`src/rtl/i2c_sensor_slave_pkg.sv`:
```
// rtl/i2c_sensor_slave_pkg.sv - shared FSM states, register map and STATUS bit positions
package i2c_sensor_slave_pkg;

  typedef enum logic [3:0] {
    ST_IDLE,
    ST_ADDR,
    ST_ADDR_ACK,
    ST_REG,
    ST_REG_ACK,
    ST_WR_DATA,
    ST_WR_ACK,
    ST_RD_DATA,
    ST_RD_ACK
  } state_t;

  localparam logic [7:0] REG_FIFO_DATA  = 8'h00;
  localparam logic [7:0] REG_FIFO_COUNT = 8'h01;
  localparam logic [7:0] REG_THRESHOLD  = 8'h02;
  localparam logic [7:0] REG_STATUS     = 8'h03;
  localparam logic [7:0] REG_WHO_AM_I   = 8'h04;

  localparam int STAT_OVERFLOW_BIT = 7;
  localparam int STAT_EMPTY_BIT    = 6;
  localparam int STAT_FULL_BIT     = 5;

  // FIFO_DATA holds the pointer so a burst keeps draining the FIFO
  function automatic logic [7:0] next_reg_ptr(input logic [7:0] ptr);
    return (ptr == REG_FIFO_DATA) ? ptr : ptr + 8'd1;
  endfunction

endpackage

```
`src/rtl/i2c_sensor_slave_sync_fifo.sv`:
```
// rtl/i2c_sensor_slave_sync_fifo.sv - show-ahead FIFO with wrap-bit binary pointers
module sync_fifo #(
  parameter int DEPTH = 32,
  parameter int WIDTH = 8
) (
  input  logic                       clk,
  input  logic                       reset,
  input  logic                       push,
  input  logic [WIDTH-1:0]           push_data,
  input  logic                       pop,
  output logic [WIDTH-1:0]           pop_data,
  output logic                       full,
  output logic                       empty,
  output logic [$clog2(DEPTH):0]     count
);

  localparam int AW = $clog2(DEPTH);

  logic [AW:0]      wr_ptr;
  logic [AW:0]      rd_ptr;
  logic [WIDTH-1:0] mem [DEPTH];
  logic             do_push;
  logic             do_pop;

  assign empty    = (wr_ptr == rd_ptr);
  assign full     = (wr_ptr[AW] != rd_ptr[AW]) && (wr_ptr[AW-1:0] == rd_ptr[AW-1:0]);
  assign count    = wr_ptr - rd_ptr;
  assign pop_data = mem[rd_ptr[AW-1:0]];

  // a same-cycle pop frees the slot, so push is accepted even when full
  assign do_pop  = pop && !empty;
  assign do_push = push && (!full || do_pop);

  // pointer update
  always_ff @(posedge clk or negedge reset) begin
    if (!reset) begin
      wr_ptr <= '0;
      rd_ptr <= '0;
    end else begin
      if (do_push) wr_ptr <= wr_ptr + 1'b1;
      if (do_pop)  rd_ptr <= rd_ptr + 1'b1;
    end
  end

  // storage write
  always_ff @(posedge clk) begin
    if (do_push) mem[wr_ptr[AW-1:0]] <= push_data;
  end

endmodule

```
`src/rtl/i2c_sensor_slave.sv`:
```
// rtl/i2c_sensor_slave.sv - I2C target exposing a sample FIFO through a small register map
module i2c_sensor_slave
  import i2c_sensor_slave_pkg::*;
#(
  parameter logic [6:0] SLAVE_ADDR = 7'h57,
  parameter int         FIFO_DEPTH = 32,
  parameter logic [7:0] WHO_AM_I   = 8'h15
) (
  input  logic       clk,
  input  logic       reset,
  input  logic       scl_in,
  input  logic       sda_in,
  output logic       sda_oe,
  input  logic       push_valid,
  input  logic [7:0] push_data,
  output logic       push_ready,
  output logic [8:0] fifo_count,
  output logic       interupt,
  output logic       busy
);

  localparam int AW = $clog2(FIFO_DEPTH);

  logic scl_s1, scl_s2, scl_h;
  logic sda_s1, sda_s2, sda_h;
  logic scl_rise, scl_fall, start_det, stop_det;

  state_t     state_q, state_d;
  logic       sda_oe_d;
  logic [3:0] bit_cnt;
  logic [7:0] rx_sr, tx_sr;
  logic       rw_q, mack_q;
  logic [7:0] reg_ptr, threshold, reg_rdata, status;
  logic       overflow;
  logic       ld_tx, ld_ptr, wr_reg, addr_hit, addr_miss;

  logic          fifo_full, fifo_empty, fifo_pop;
  logic [7:0]    fifo_head;
  logic [AW:0]   fifo_cnt;

  // two-flop synchroniser plus history flop; idle bus level is high
  always_ff @(posedge clk or negedge reset) begin
    if (!reset) begin
      {scl_s1, scl_s2, scl_h} <= 3'b111;
      {sda_s1, sda_s2, sda_h} <= 3'b111;
    end else begin
      scl_s1 <= scl_in;
      scl_s2 <= scl_s1;
      scl_h  <= scl_s2;
      sda_s1 <= sda_in;
      sda_s2 <= sda_s1;
      sda_h  <= sda_s2;
    end
  end

  assign scl_rise  = scl_s2 && !scl_h;
  assign scl_fall  = !scl_s2 && scl_h;
  assign start_det = scl_s2 && scl_h && sda_h && !sda_s2;
  assign stop_det  = scl_s2 && scl_h && !sda_h && sda_s2;

  sync_fifo #(.DEPTH(FIFO_DEPTH), .WIDTH(8)) u_fifo (
    .clk       (clk),
    .reset     (reset),
    .push      (push_valid),
    .push_data (push_data),
    .pop       (fifo_pop),
    .pop_data  (fifo_head),
    .full      (fifo_full),
    .empty     (fifo_empty),
    .count     (fifo_cnt)
  );

  assign fifo_count = 9'(fifo_cnt);
  assign push_ready = !fifo_full;
  assign interupt   = (threshold != 8'd0) && (fifo_count >= {1'b0, threshold});
  assign fifo_pop   = ld_tx && (reg_ptr == REG_FIFO_DATA) && !fifo_empty;

  // register read mux and STATUS assembly
  always_comb begin
    status                    = 8'h00;
    status[STAT_OVERFLOW_BIT] = overflow;
    status[STAT_EMPTY_BIT]    = fifo_empty;
    status[STAT_FULL_BIT]     = fifo_full;
    case (reg_ptr)
      REG_FIFO_DATA:  reg_rdata = fifo_empty ? 8'h00 : fifo_head;
      REG_FIFO_COUNT: reg_rdata = (fifo_count > 9'd255) ? 8'hFF : fifo_count[7:0];
      REG_THRESHOLD:  reg_rdata = threshold;
      REG_STATUS:     reg_rdata = status;
      REG_WHO_AM_I:   reg_rdata = WHO_AM_I;
      default:        reg_rdata = 8'h00;
    endcase
  end

  // bus FSM next state; SDA only moves on the cycle after a synced SCL fall
  always_comb begin
    state_d   = state_q;
    sda_oe_d  = sda_oe;
    ld_tx     = 1'b0;
    ld_ptr    = 1'b0;
    wr_reg    = 1'b0;
    addr_hit  = 1'b0;
    addr_miss = 1'b0;
    if (stop_det) begin
      state_d  = ST_IDLE;
      sda_oe_d = 1'b0;
    end else if (start_det) begin
      state_d  = ST_ADDR;
      sda_oe_d = 1'b0;
    end else if (scl_fall) begin
      case (state_q)
        ST_ADDR: begin
          if (bit_cnt == 4'd8) begin
            if (rx_sr[7:1] == SLAVE_ADDR) begin
              state_d  = ST_ADDR_ACK;
              sda_oe_d = 1'b1;
              addr_hit = 1'b1;
            end else begin
              state_d   = ST_IDLE;
              addr_miss = 1'b1;
            end
          end
        end
        ST_ADDR_ACK: begin
          if (rw_q) begin
            state_d  = ST_RD_DATA;
            ld_tx    = 1'b1;
            sda_oe_d = ~reg_rdata[7];
          end else begin
            state_d  = ST_REG;
            sda_oe_d = 1'b0;
          end
        end
        ST_REG: begin
          if (bit_cnt == 4'd8) begin
            state_d  = ST_REG_ACK;
            sda_oe_d = 1'b1;
            ld_ptr   = 1'b1;
          end
        end
        ST_REG_ACK, ST_WR_ACK: begin
          state_d  = ST_WR_DATA;
          sda_oe_d = 1'b0;
        end
        ST_WR_DATA: begin
          if (bit_cnt == 4'd8) begin
            state_d  = ST_WR_ACK;
            sda_oe_d = 1'b1;
            wr_reg   = 1'b1;
          end
        end
        ST_RD_DATA: begin
          if (bit_cnt == 4'd8) begin
            state_d  = ST_RD_ACK;
            sda_oe_d = 1'b0;
          end else begin
            sda_oe_d = ~tx_sr[6];
          end
        end
        ST_RD_ACK: begin
          if (!mack_q) begin
            state_d  = ST_RD_DATA;
            ld_tx    = 1'b1;
            sda_oe_d = ~reg_rdata[7];
          end else begin
            state_d  = ST_IDLE;
            sda_oe_d = 1'b0;
          end
        end
        default: ;
      endcase
    end
  end

  // FSM state and SDA driver registers
  always_ff @(posedge clk or negedge reset) begin
    if (!reset) begin
      state_q <= ST_IDLE;
      sda_oe  <= 1'b0;
    end else begin
      state_q <= state_d;
      sda_oe  <= sda_oe_d;
    end
  end

  // bit counter, shifters and sampled control bits
  always_ff @(posedge clk or negedge reset) begin
    if (!reset) begin
      bit_cnt <= 4'd0;
      rx_sr   <= 8'h00;
      tx_sr   <= 8'h00;
      rw_q    <= 1'b0;
      mack_q  <= 1'b1;
    end else begin
      if (start_det || (state_d != state_q))
        bit_cnt <= 4'd0;
      else if (scl_rise && (state_q inside {ST_ADDR, ST_REG, ST_WR_DATA, ST_RD_DATA}))
        bit_cnt <= bit_cnt + 4'd1;
      if (scl_rise && (state_q inside {ST_ADDR, ST_REG, ST_WR_DATA}))
        rx_sr <= {rx_sr[6:0], sda_s2};
      if (scl_rise && (state_q == ST_RD_ACK))
        mack_q <= sda_s2;
      if (addr_hit)
        rw_q <= rx_sr[0];
      if (ld_tx)
        tx_sr <= reg_rdata;
      else if (scl_fall && (state_q == ST_RD_DATA) && (bit_cnt != 4'd8))
        tx_sr <= {tx_sr[6:0], 1'b0};
    end
  end

  // register file, pointer, overflow flag and busy
  always_ff @(posedge clk or negedge reset) begin
    if (!reset) begin
      reg_ptr   <= 8'h00;
      threshold <= 8'h00;
      overflow  <= 1'b0;
      busy      <= 1'b0;
    end else begin
      if (ld_ptr)
        reg_ptr <= rx_sr;
      else if (ld_tx || wr_reg)
        reg_ptr <= next_reg_ptr(reg_ptr);
      if (wr_reg && (reg_ptr == REG_THRESHOLD))
        threshold <= rx_sr;
      // a drop in the same cycle as the STATUS read keeps the flag set
      if (push_valid && fifo_full && !fifo_pop)
        overflow <= 1'b1;
      else if (ld_tx && (reg_ptr == REG_STATUS))
        overflow <= 1'b0;
      if (stop_det || addr_miss)
        busy <= 1'b0;
      else if (addr_hit)
        busy <= 1'b1;
    end
  end

endmodule

```
`config.mk`:
```
export PLATFORM = sky130hd
export DESIGN_NAME = i2c_sensor_slave
export DESIGN_NICKNAME = d
export VERILOG_FILES = /design/src/rtl/i2c_sensor_slave_pkg.sv /design/src/rtl/i2c_sensor_slave_sync_fifo.sv /design/src/rtl/i2c_sensor_slave.sv
export SDC_FILE = /design/constraint.sdc
export NUM_CORES = 1
export LEC_CHECK = 0
export ABC_AREA = 1
export CORE_MARGIN = 4
export CORE_UTILIZATION = 29
export DETAILED_ROUTE_END_ITERATION = 7
export PLACE_DENSITY = 0.42
export SLEW_MARGIN = 5
export SYNTH_ARGS = -nofsm -noshare
export SYNTH_HDL_FRONTEND = slang
export SYNTH_SLANG_ARGS = --single-unit
```
`constraint.sdc`:
```
create_clock -name clk -period 2.7 [get_ports clk]
set_input_delay 0.405 -clock clk [delete_from_list [all_inputs] [get_ports clk]]
set_output_delay 0.405 -clock clk [all_outputs]
set_load 0.1 [all_outputs]
```
==> results.txt, run 1 <==
----------------------------------------------------
[Status]
  Result of the run ... finished, violations left
  Violated checks ... negative setup slack

[Finish]
  Leading cell types in the layout, fill and taps excluded ... sky130_fd_sc_hd__nand2_1, sky130_fd_sc_hd__edfxtp_1, sky130_fd_sc_hd__nand3_1, sky130_fd_sc_hd__buf_4, sky130_fd_sc_hd__nor2_1
  Post-Layout Inst Area ... ~0.018 mm^2
  Share of layout cells above drive strength 1 ... 0.181
  Area growth from synthesis to final layout ... 24.3%
  Antenna fix cells ... 0
  NumNets Final ... ~1500
  Post-route core utilization ... 0.367
  Most common cell after layout, fill and taps aside ... sky130_fd_sc_hd__nand2_1

[Timing]
  Minimum clock period after layout ... between 3 and 4 ns
  Slew Limit Fails ... 0
  Actual transition at the worst max-transition pin ... 0.798 ns
  Slew HR ... 0.468
  Hold violation total from the final report ... 0
  Worst slack on hold paths ... 0.267 ns
  Setup repair after global routing missed its margin ... yes
  Final period utilization ... 1.25
  Clock tree skew after final layout ... between 0.02 and 0.03 ns
  Endpoints failing setup ... 3
  Highest achievable clock rate ... approximately 300 MHz
  Worst Slack Setup Final ... -0.675 ns

[Clock tree]
  Clock Tree Root ... sky130_fd_sc_hd__clkbuf_16
  Sinks on the clock net ... roughly 320
  Skew-Pair Late Insertion Delay ... about 0.56 ns
  Maximum count of clock buffers along a single path ... 3
  TritonCTS clock tree ... yes
  Clock edge transition at the registers on the reported setup and hold paths ... roughly 0.06 ns
  CTS Buf Count ... 38
  Count of H-tree levels built during CTS ... 2

[Global routing]
  Largest net degree at the start of global routing ... between 50 and 60
  GRT Overall Usage ... 0.157
  Via count of the first global-routing pass ... 10015
  Global-route congestion overflow total ... 0
  First-pass GRT wire length ... approximately 63000 um
  Antenna violations before repair ... 0

[Die]
  Die Footprint ... between 0.05 and 0.06 mm^2
  Effective utilization at floorplan ... 0.296
  Boundary pin count ... 26
  Die Height ... roughly 230 um
  Site Rows ... 80
  Core Area ... 0.0481 mm^2
  Die Width ... roughly 230 um

[Drt]
  Number of search-and-repair iterations in the first detailed-routing pass ... 5
  Starting DRC count in detailed routing ... 818
  DR vias ... between 10000 and 15000
  Final wirelength ... 41600 um
  Count of nets left with antenna violations after detail routing ... 0
  Detailed-route vias per instance ... 4.66
  Average wire per cell in the routed design ... between 15 and 20 um
  DRC violations left ... 0

[Place]
  Routability congestion estimate ... approximately 0.80
  Half-perimeter wire length after detailed placement ... 25700 um
  Port Buffer Count ... 22
  Total placed instance area ... ~0.016 mm^2

[Logic synthesis]
  Dominant combinational cell family by area after synthesis ... simple AND/OR/NAND/NOR gates
  Count of warnings emitted by yosys ... 0
  Sequential fraction of the synthesis area ... 0.650
  Number of synthesized register bits ... between 300 and 400
  Simple-gate portion of the synthesized area ... 0.226
  Post-Synth XOR/XNOR Area ... 0.0123
  Compound-Gate Fraction of Synth Area ... 0.0486
  Share of synthesized registers carrying an async set or reset ... 0.195
  Portion of netlist area occupied by mux cells ... 0
  Adder and majority cell fraction of the synthesized area ... 0.0208
  Post-synthesis cell area ... approximately 0.014 mm^2
  Number of flops mapped to enable cells by yosys ... about 260
  Post-synthesis cell count ... 1378
  Predominant post-synthesis flop cell ... sky130_fd_sc_hd__edfxtp_1
  Unique masters post-synth ... 46
  Post-Synthesis Mean Instance Area ... around 10 um^2

[Setup path]
  Critical path required time ... around 2.3 ns
  Worst reg2reg startpoint ... u_fifo.rd_ptr[0]
  Max Fanout on Critical Path ... 2
  Slack of the worst reg-to-reg path ... about 0.03 ns
  Worst setup SP type ... register
  Reg2reg path depth ... 14
  Critical path class ... register to output pin
  Setup crit end kind ... output pin
  Endpoint arrival time on the critical path ... between 2 and 3 ns
  Endpoint of the worst-slack reg-to-reg timing path ... sda_oe

[Hold path]
  Classification of the worst-slack hold path ... input pin to register
  Cells on Worst Hold Path ... 1
  Startpoint of the worst hold path ... scl_in
  Worst Hold Endpoint ... scl_s1

[Power and ir drop]
  Fraction of power spent switching nets ... 0.311
  Static Leak ... approximately 6.8 nW
  Portion of total power attributed to the clock network ... 0.348
  Sw power ... 4.58 mW
  Power per cell area ... approximately 830 mW/mm^2
  Register share of total power ... 0.400
  Max rail drop VDD ... 0.588 mV
  Internal ... ~10 mW
  Combinational group share of total power ... 0.251

[Job]
  Total of max-cap violations ... 0

----------------------------------------------------
[routing by layer]
layer  up-vias  GRT usage  wire length (um)
li1       4955          -                 -
met1      4972      0.227             19700
met2       216      0.247             19300
met3        54     0.0211              1750
met4         0     0.0415               845
met5         -          0                 0
[per-stage QoR]
| stage | std cells | setup TNS [ns] | worst slack, ns | power, mW |
|---|---|---|---|---|
| 2_1_floorplan | 1380 | -0.848 | -0.848 | 7.91 |
| 3_3_place_gp | 2106 | -2.09 | -0.206 | 9.32 |
| 3_5_place_dp | 2106 | -5.65 | -0.220 | 9.31 |
| 6_report | 2188 | -0.812 | -0.675 | 14.7 |
| 5_1_grt | 2188 | -1.39 | -0.829 | 15.4 |
| 4_1_cts | 2181 | -0.913 | -0.686 | 14.8 |
[kinds of logic after synthesis]
group,count (synthesis)
buf+inv,149
other cells,1
flops,318
fa+ha+maj,23
compound gates,118
simple gates,749
xor+xnor,20
[state kept, by name, indices dropped and copies added (netlist names), 4 cells and up]
register,cells
u_fifo.wr_ptr,6
tx_sr,7
bit_cnt,4
reg_ptr,8
rx_sr,8
u_fifo.mem,256
state_q,4
threshold,8
u_fifo.rd_ptr,6
[timing repair]
| item | 4_1_cts | 5_1_grt |
|---|---|---|
| pin swaps | 14 | 13 |
| endpoints found under the hold margin | 19 | 0 |
| setup endpoints to repair | 124 | 131 |
| hold buffers | 1 | 0 |
| buffers inserted | 4 | 7 |
| gates cloned | 1 | 1 |
| resized for setup | 34 | 32 |
[critical path: stages (launching register included)]
cell                         delay [ns]
sky130_fd_sc_hd__dfrtp_1           0.39
sky130_fd_sc_hd__inv_2             0.08
sky130_fd_sc_hd__ha_4              0.14
sky130_fd_sc_hd__inv_4             0.03
sky130_fd_sc_hd__fa_2              0.34
sky130_fd_sc_hd__nand2_2           0.08
sky130_fd_sc_hd__inv_2             0.04
sky130_fd_sc_hd__buf_6             0.11
sky130_fd_sc_hd__nor2_4            0.13
sky130_fd_sc_hd__ha_4              0.22
sky130_fd_sc_hd__a21oi_2           0.12
sky130_fd_sc_hd__o21bai_1          0.10
sky130_fd_sc_hd__a21oi_2           0.14
sky130_fd_sc_hd__o21bai_1          0.08
sky130_fd_sc_hd__nand3_1           0.12
sky130_fd_sc_hd__clkinvlp_4        0.11
sky130_fd_sc_hd__buf_12            0.17
[power by group through the flow]
stage	clock network, mW	logic, mW	registers (mW)
2_1_floorplan	0	1.89	6.02
3_3_place_gp	0	3.33	5.99
3_5_place_dp	0	3.32	5.99
4_1_cts	5.28	3.59	5.89
5_1_grt	5.48	4.03	5.93
6_report	5.13	3.70	5.89
[Yosys cell counts, types with 2 or more instances]
master | n | share of area
sky130_fd_sc_hd__edfxtp_1 | 256 | 0.54
sky130_fd_sc_hd__a21oi_1 | 40 | 0.014
sky130_fd_sc_hd__nand3_1 | 205 | 0.072
sky130_fd_sc_hd__nand2_2 | 6 | 0.0026
sky130_fd_sc_hd__dfstp_2 | 7 | 0.013
sky130_fd_sc_hd__dfrtp_1 | 55 | 0.097
sky130_fd_sc_hd__nand2_1 | 395 | 0.10
sky130_fd_sc_hd__xnor2_1 | 2 | 0.0012
sky130_fd_sc_hd__buf_1 | 4 | 0.0011
sky130_fd_sc_hd__o21ai_0 | 49 | 0.017
sky130_fd_sc_hd__nand3_2 | 2 | 0.0014
sky130_fd_sc_hd__clkbuf_1 | 35 | 0.0092
sky130_fd_sc_hd__o221ai_1 | 6 | 0.0037
sky130_fd_sc_hd__o21ai_1 | 2 | 0.00070
sky130_fd_sc_hd__nor3_1 | 8 | 0.0028
sky130_fd_sc_hd__a221oi_1 | 2 | 0.0012
sky130_fd_sc_hd__nor2_4 | 5 | 0.0040
sky130_fd_sc_hd__clkinv_1 | 2 | 0.00053
sky130_fd_sc_hd__inv_2 | 8 | 0.0021
sky130_fd_sc_hd__xor2_1 | 18 | 0.011
sky130_fd_sc_hd__inv_1 | 80 | 0.021
sky130_fd_sc_hd__buf_4 | 5 | 0.0026
sky130_fd_sc_hd__o211ai_1 | 6 | 0.0032
sky130_fd_sc_hd__nand3b_1 | 2 | 0.0011
sky130_fd_sc_hd__o21bai_1 | 4 | 0.0021
sky130_fd_sc_hd__nand4_1 | 10 | 0.0044
sky130_fd_sc_hd__nor2_1 | 109 | 0.029
sky130_fd_sc_hd__ha_1 | 22 | 0.019
sky130_fd_sc_hd__buf_2 | 15 | 0.0053
sky130_fd_sc_hd__nor3_2 | 2 | 0.0014
[how the worst max path moves through the flow]
stage	from	end	slack (ns)	depth (start not counted)
after global placement	u_fifo.rd_ptr[0]	interupt	-0.21	13
after global routing	u_fifo.wr_ptr[0]	interupt	-0.83	16
after CTS	u_fifo.rd_ptr[2]	interupt	-0.69	16
after detailed placement	u_fifo.rd_ptr[0]	interupt	-0.22	13
final	u_fifo.wr_ptr[0]	interupt	-0.68	16
after floorplan	u_fifo.rd_ptr[2]	interupt	-0.85	16
[final cells by class]
class                           count  area, um^2
Multi-Input combinational cell    913        4680
Fill cell                        4795       30500
Tap cell                          656         821
Clock buffer                       45         977
Sequential cell                   318        9250
Clock inverter                     24         262
Timing Repair Buffer              142        1340
Inverter                           90         355
Note: power is estimated with default switching activity, not from simulation.
==> inputs of run 2 (changes only) <==
--- a/config.mk
+++ b/config.mk
@@ -8,8 +8,10 @@
 export ABC_AREA = 1
 export CORE_MARGIN = 4
 export CORE_UTILIZATION = 29
+export CTS_CLUSTER_SIZE = 25
 export DETAILED_ROUTE_END_ITERATION = 7
 export PLACE_DENSITY = 0.42
+export SETUP_SLACK_MARGIN = 0.05
 export SLEW_MARGIN = 5
 export SYNTH_ARGS = -nofsm -noshare
 export SYNTH_HDL_FRONTEND = slang
==> results.txt, run 2 (synthesis gave the netlist of run 1 again) <==
----------------------------------------------------
[Finish]
  Flip-flop count of the largest register after layout ... 256 (unchanged)
  Non-filler instance count after layout ... 2187 (-0.046%)
  NumNets Final ... 1542 (+0.19%)
  Area growth from synthesis to final layout ... 25.1%
  Antenna fix cells ... 0 (unchanged)
  Fill cell count ... 4794 (-0.021%)
  Most common cell after layout, fill and taps aside ... sky130_fd_sc_hd__nand2_1
  Leading cell types in the layout, fill and taps excluded ... sky130_fd_sc_hd__nand2_1, sky130_fd_sc_hd__edfxtp_1, sky130_fd_sc_hd__nand3_1, sky130_fd_sc_hd__buf_4, sky130_fd_sc_hd__nor2_1
  Share of layout cells above drive strength 1 ... 0.186 (+0.00534)

[Job]
  Total of max-cap violations ... 0 (unchanged)

[Setup path]
  CP endpoint ... interupt
  Slack of the worst reg-to-reg path ... 0.20 ns (+0.17 ns)
  Cell type of the slowest stage on the worst timing path ... sky130_fd_sc_hd__dfrtp_1
  Reg2reg path depth ... 14 (unchanged)
  Worst reg2reg startpoint ... u_fifo.rd_ptr[1]
  Critical path class ... register to output pin
  Maximum cell stage delay along the critical path ... 0.38 ns (about the same)
  Max Fanout on Critical Path ... 3 (+1)
  Launching element of the worst setup path ... u_fifo.rd_ptr[2]
  Critical path required time ... 2.30 ns (about the same)
  Cell-by-cell listing of the critical path ... inv_2 > ha_4 > nand2_2 > nand2_2 > o21bai_4 > or2_4 > nand2_4 > clkinvlp_4 > ha_4 > inv_2 > o21bai_1 > a21oi_1 > o21bai_1 > nand3_1 > clkinvlp_4 > buf_12
  Endpoint arrival time on the critical path ... 2.94 ns (-0.03 ns)
  Worst setup SP type ... register
  Setup crit end kind ... output pin
  Endpoint of the worst-slack reg-to-reg timing path ... u_fifo.mem[0][1]

[Die]
  Boundary pin count ... 26 (unchanged)
  Effective utilization at floorplan ... 0.296 (unchanged)
  Die Footprint ... 0.0527 mm^2 (unchanged)
  Core Area ... 0.0481 mm^2 (unchanged)
  Site Rows ... 80 (unchanged)
  Die Height ... 230 um (unchanged)
  Die Width ... 230 um (unchanged)

[Power and ir drop]
  Max rail drop VDD ... 0.481 mV (-18%)
  Power per cell area ... 814 mW/mm^2 (-2.2%)
  Sum of internal, switching and leakage power ... 14.5 mW (-1.6%)
  Static Leak ... 6.78 nW (+0.39%)

[Status]
  Violated checks ... negative setup slack
  Result of the run ... finished, violations left

[Timing]
  Endpoints failing setup ... 3 (unchanged)
  Setup repair after global routing missed its margin ... yes
  Worst slack on hold paths ... 0.285 ns (+0.0180 ns)
  Minimum clock period after layout ... 3.35 ns (-0.0274 ns)
  Actual transition at the worst max-transition pin ... 0.815 ns (+0.0174 ns)
  Highest achievable clock rate ... 299 MHz (+0.82%)
  Clock tree skew after final layout ... 0.0255 ns (-0.00251 ns)
  Slew HR ... 0.457 (-0.0116)
  Setup tns final ... -0.655 ns (+0.157 ns)
  Hold violation total from the final report ... 0 (unchanged)
  Worst Slack Setup Final ... -0.648 ns (+0.0274 ns)
  Slew Limit Fails ... 0 (unchanged)
  Final period utilization ... 1.24 (-0.0102)

[Drt]
  Count of nets left with antenna violations after detail routing ... 0 (unchanged)
  Starting DRC count in detailed routing ... 604 (-26%)
  Average wire per cell in the routed design ... 19.0 um (-0.21%)
  DR vias ... 10214 (+0.17%)
  Final wirelength ... 41500 um (-0.25%)
  DRC violations left ... 0 (unchanged)
  Detailed-route vias per instance ... 4.67 (+0.21%)
  Number of search-and-repair iterations in the first detailed-routing pass ... 4 (-1)

[Global routing]
  Largest net degree at the start of global routing ... 109 (+88%)
  Antenna violations before repair ... 1 (+1)
  First-pass GRT wire length ... 63200 um (-0.26%)
  GRT Overall Usage ... 0.155 (-0.00134)
  Via count of the first global-routing pass ... 10201 (+1.9%)
  Global-route congestion overflow total ... 0 (unchanged)

[Clock tree]
  Clock edge transition at the registers on the reported setup and hold paths ... 0.05 ns (about the same)
  Sinks on the clock net ... 318 (unchanged)
  Maximum count of clock buffers along a single path ... 3 (unchanged)
  CTS Buf Count ... 37 (-2.6%)
  Skew-Pair Late Insertion Delay ... 0.56 ns (about the same)
  TritonCTS clock tree ... yes
  Clock Tree Root ... sky130_fd_sc_hd__clkbuf_16
  Count of H-tree levels built during CTS ... 2 (unchanged)

[Place]
  Half-perimeter wire length after detailed placement ... 26200 um (+2.0%)
  Port Buffer Count ... 22 (unchanged)
  Cell count after placement ... 2116 (+0.47%)
  Post-placement setup slack ... -0.252 ns (-0.0321 ns)
  Routability congestion estimate ... 0.862 (+7.1%)

[Hold path]
  Classification of the worst-slack hold path ... input pin to register

----------------------------------------------------
## run 2: repair_timing
item | in CTS | in global routing
cloned | 0 | 1
hold buffers | 1 | 0
gates resized for setup | 15 | 22
pin swaps | 7 | 13
endpoints found under the hold margin | 55 | 0
setup endpoints to repair | 26 | 88
setup buffers | 2 | 3
## run 2: worst min path at each step
stage           start          to  slack, ns  cells after the start
6_report       scl_in      scl_s1       0.28                      1
5_1_grt        sda_in      sda_s1       0.28                      1
4_1_cts        scl_in      scl_s1       0.26                      1
3_5_place_dp   scl_s1      scl_s2       0.35                      0
3_3_place_gp   scl_s1      scl_s2       0.35                      0
2_1_floorplan   reset  bit_cnt[0]       0.11                      0
## run 2: where the power goes
part	leakage [nW]	switching, mW	internal [mW]	total (mW)
Combinational	3.10	2.24	1.40	3.64
Sequential	3.11	0.191	5.71	5.91
Clock	0.570	2.04	2.90	4.94
Total	6.78	4.46	10.0	14.5
## run 2: metal layers
layer / GRT usage / vias up / wire length, um
li1: - / 4965 / -
met1: 0.213 / 5025 / 19300
met2: 0.258 / 169 / 19800
met3: 0.0209 / 55 / 1430
met4: 0.0434 / 0 / 876
met5: 0 / - / 0
## run 2: critical path: cells and delay by family, from the launching register on
| family | cells | cell delay (ns) |
|---|---|---|
| AO/OA/AOI/OAI | 4 | 0.50 |
| adder cells (fa/ha/maj) | 2 | 0.48 |
| buffers and inverters | 5 | 0.49 |
| flip-flops | 1 | 0.38 |
| AND/OR/NAND/NOR | 5 | 0.55 |
## run 2: layout make-up
class | instances | area, um^2 | share of cell area
clock buffers | 45 | 987 | 0.0555
clock inverters | 19 | 195 | 0.0110
inverters | 90 | 352 | 0.0198
multi-input cells | 913 | 4650 | 0.261
flip-flops and latches | 318 | 9250 | 0.520
well taps | 656 | 821 | 0.0461
repair buffers | 146 | 1540 | 0.0867
## run 2: per-stage QoR
step / util / cell area [um^2]
2_1_floorplan: - / 14400
3_3_place_gp: 0.341 / 16400
3_5_place_dp: 0.341 / 16400
4_1_cts: 0.367 / 17700
5_1_grt: 0.370 / 17800
6_report: 0.370 / 17800
==> inputs of run 3 (changes only) <==
--- a/config.mk
+++ b/config.mk
@@ -11,7 +11,6 @@
 export CTS_CLUSTER_SIZE = 25
 export DETAILED_ROUTE_END_ITERATION = 7
 export PLACE_DENSITY = 0.42
-export SETUP_SLACK_MARGIN = 0.05
 export SLEW_MARGIN = 5
 export SYNTH_ARGS = -nofsm -noshare
 export SYNTH_HDL_FRONTEND = slang
==> results of run 3 <==
Same layout as run 1: the final DEF is identical, and so are final timing and power.
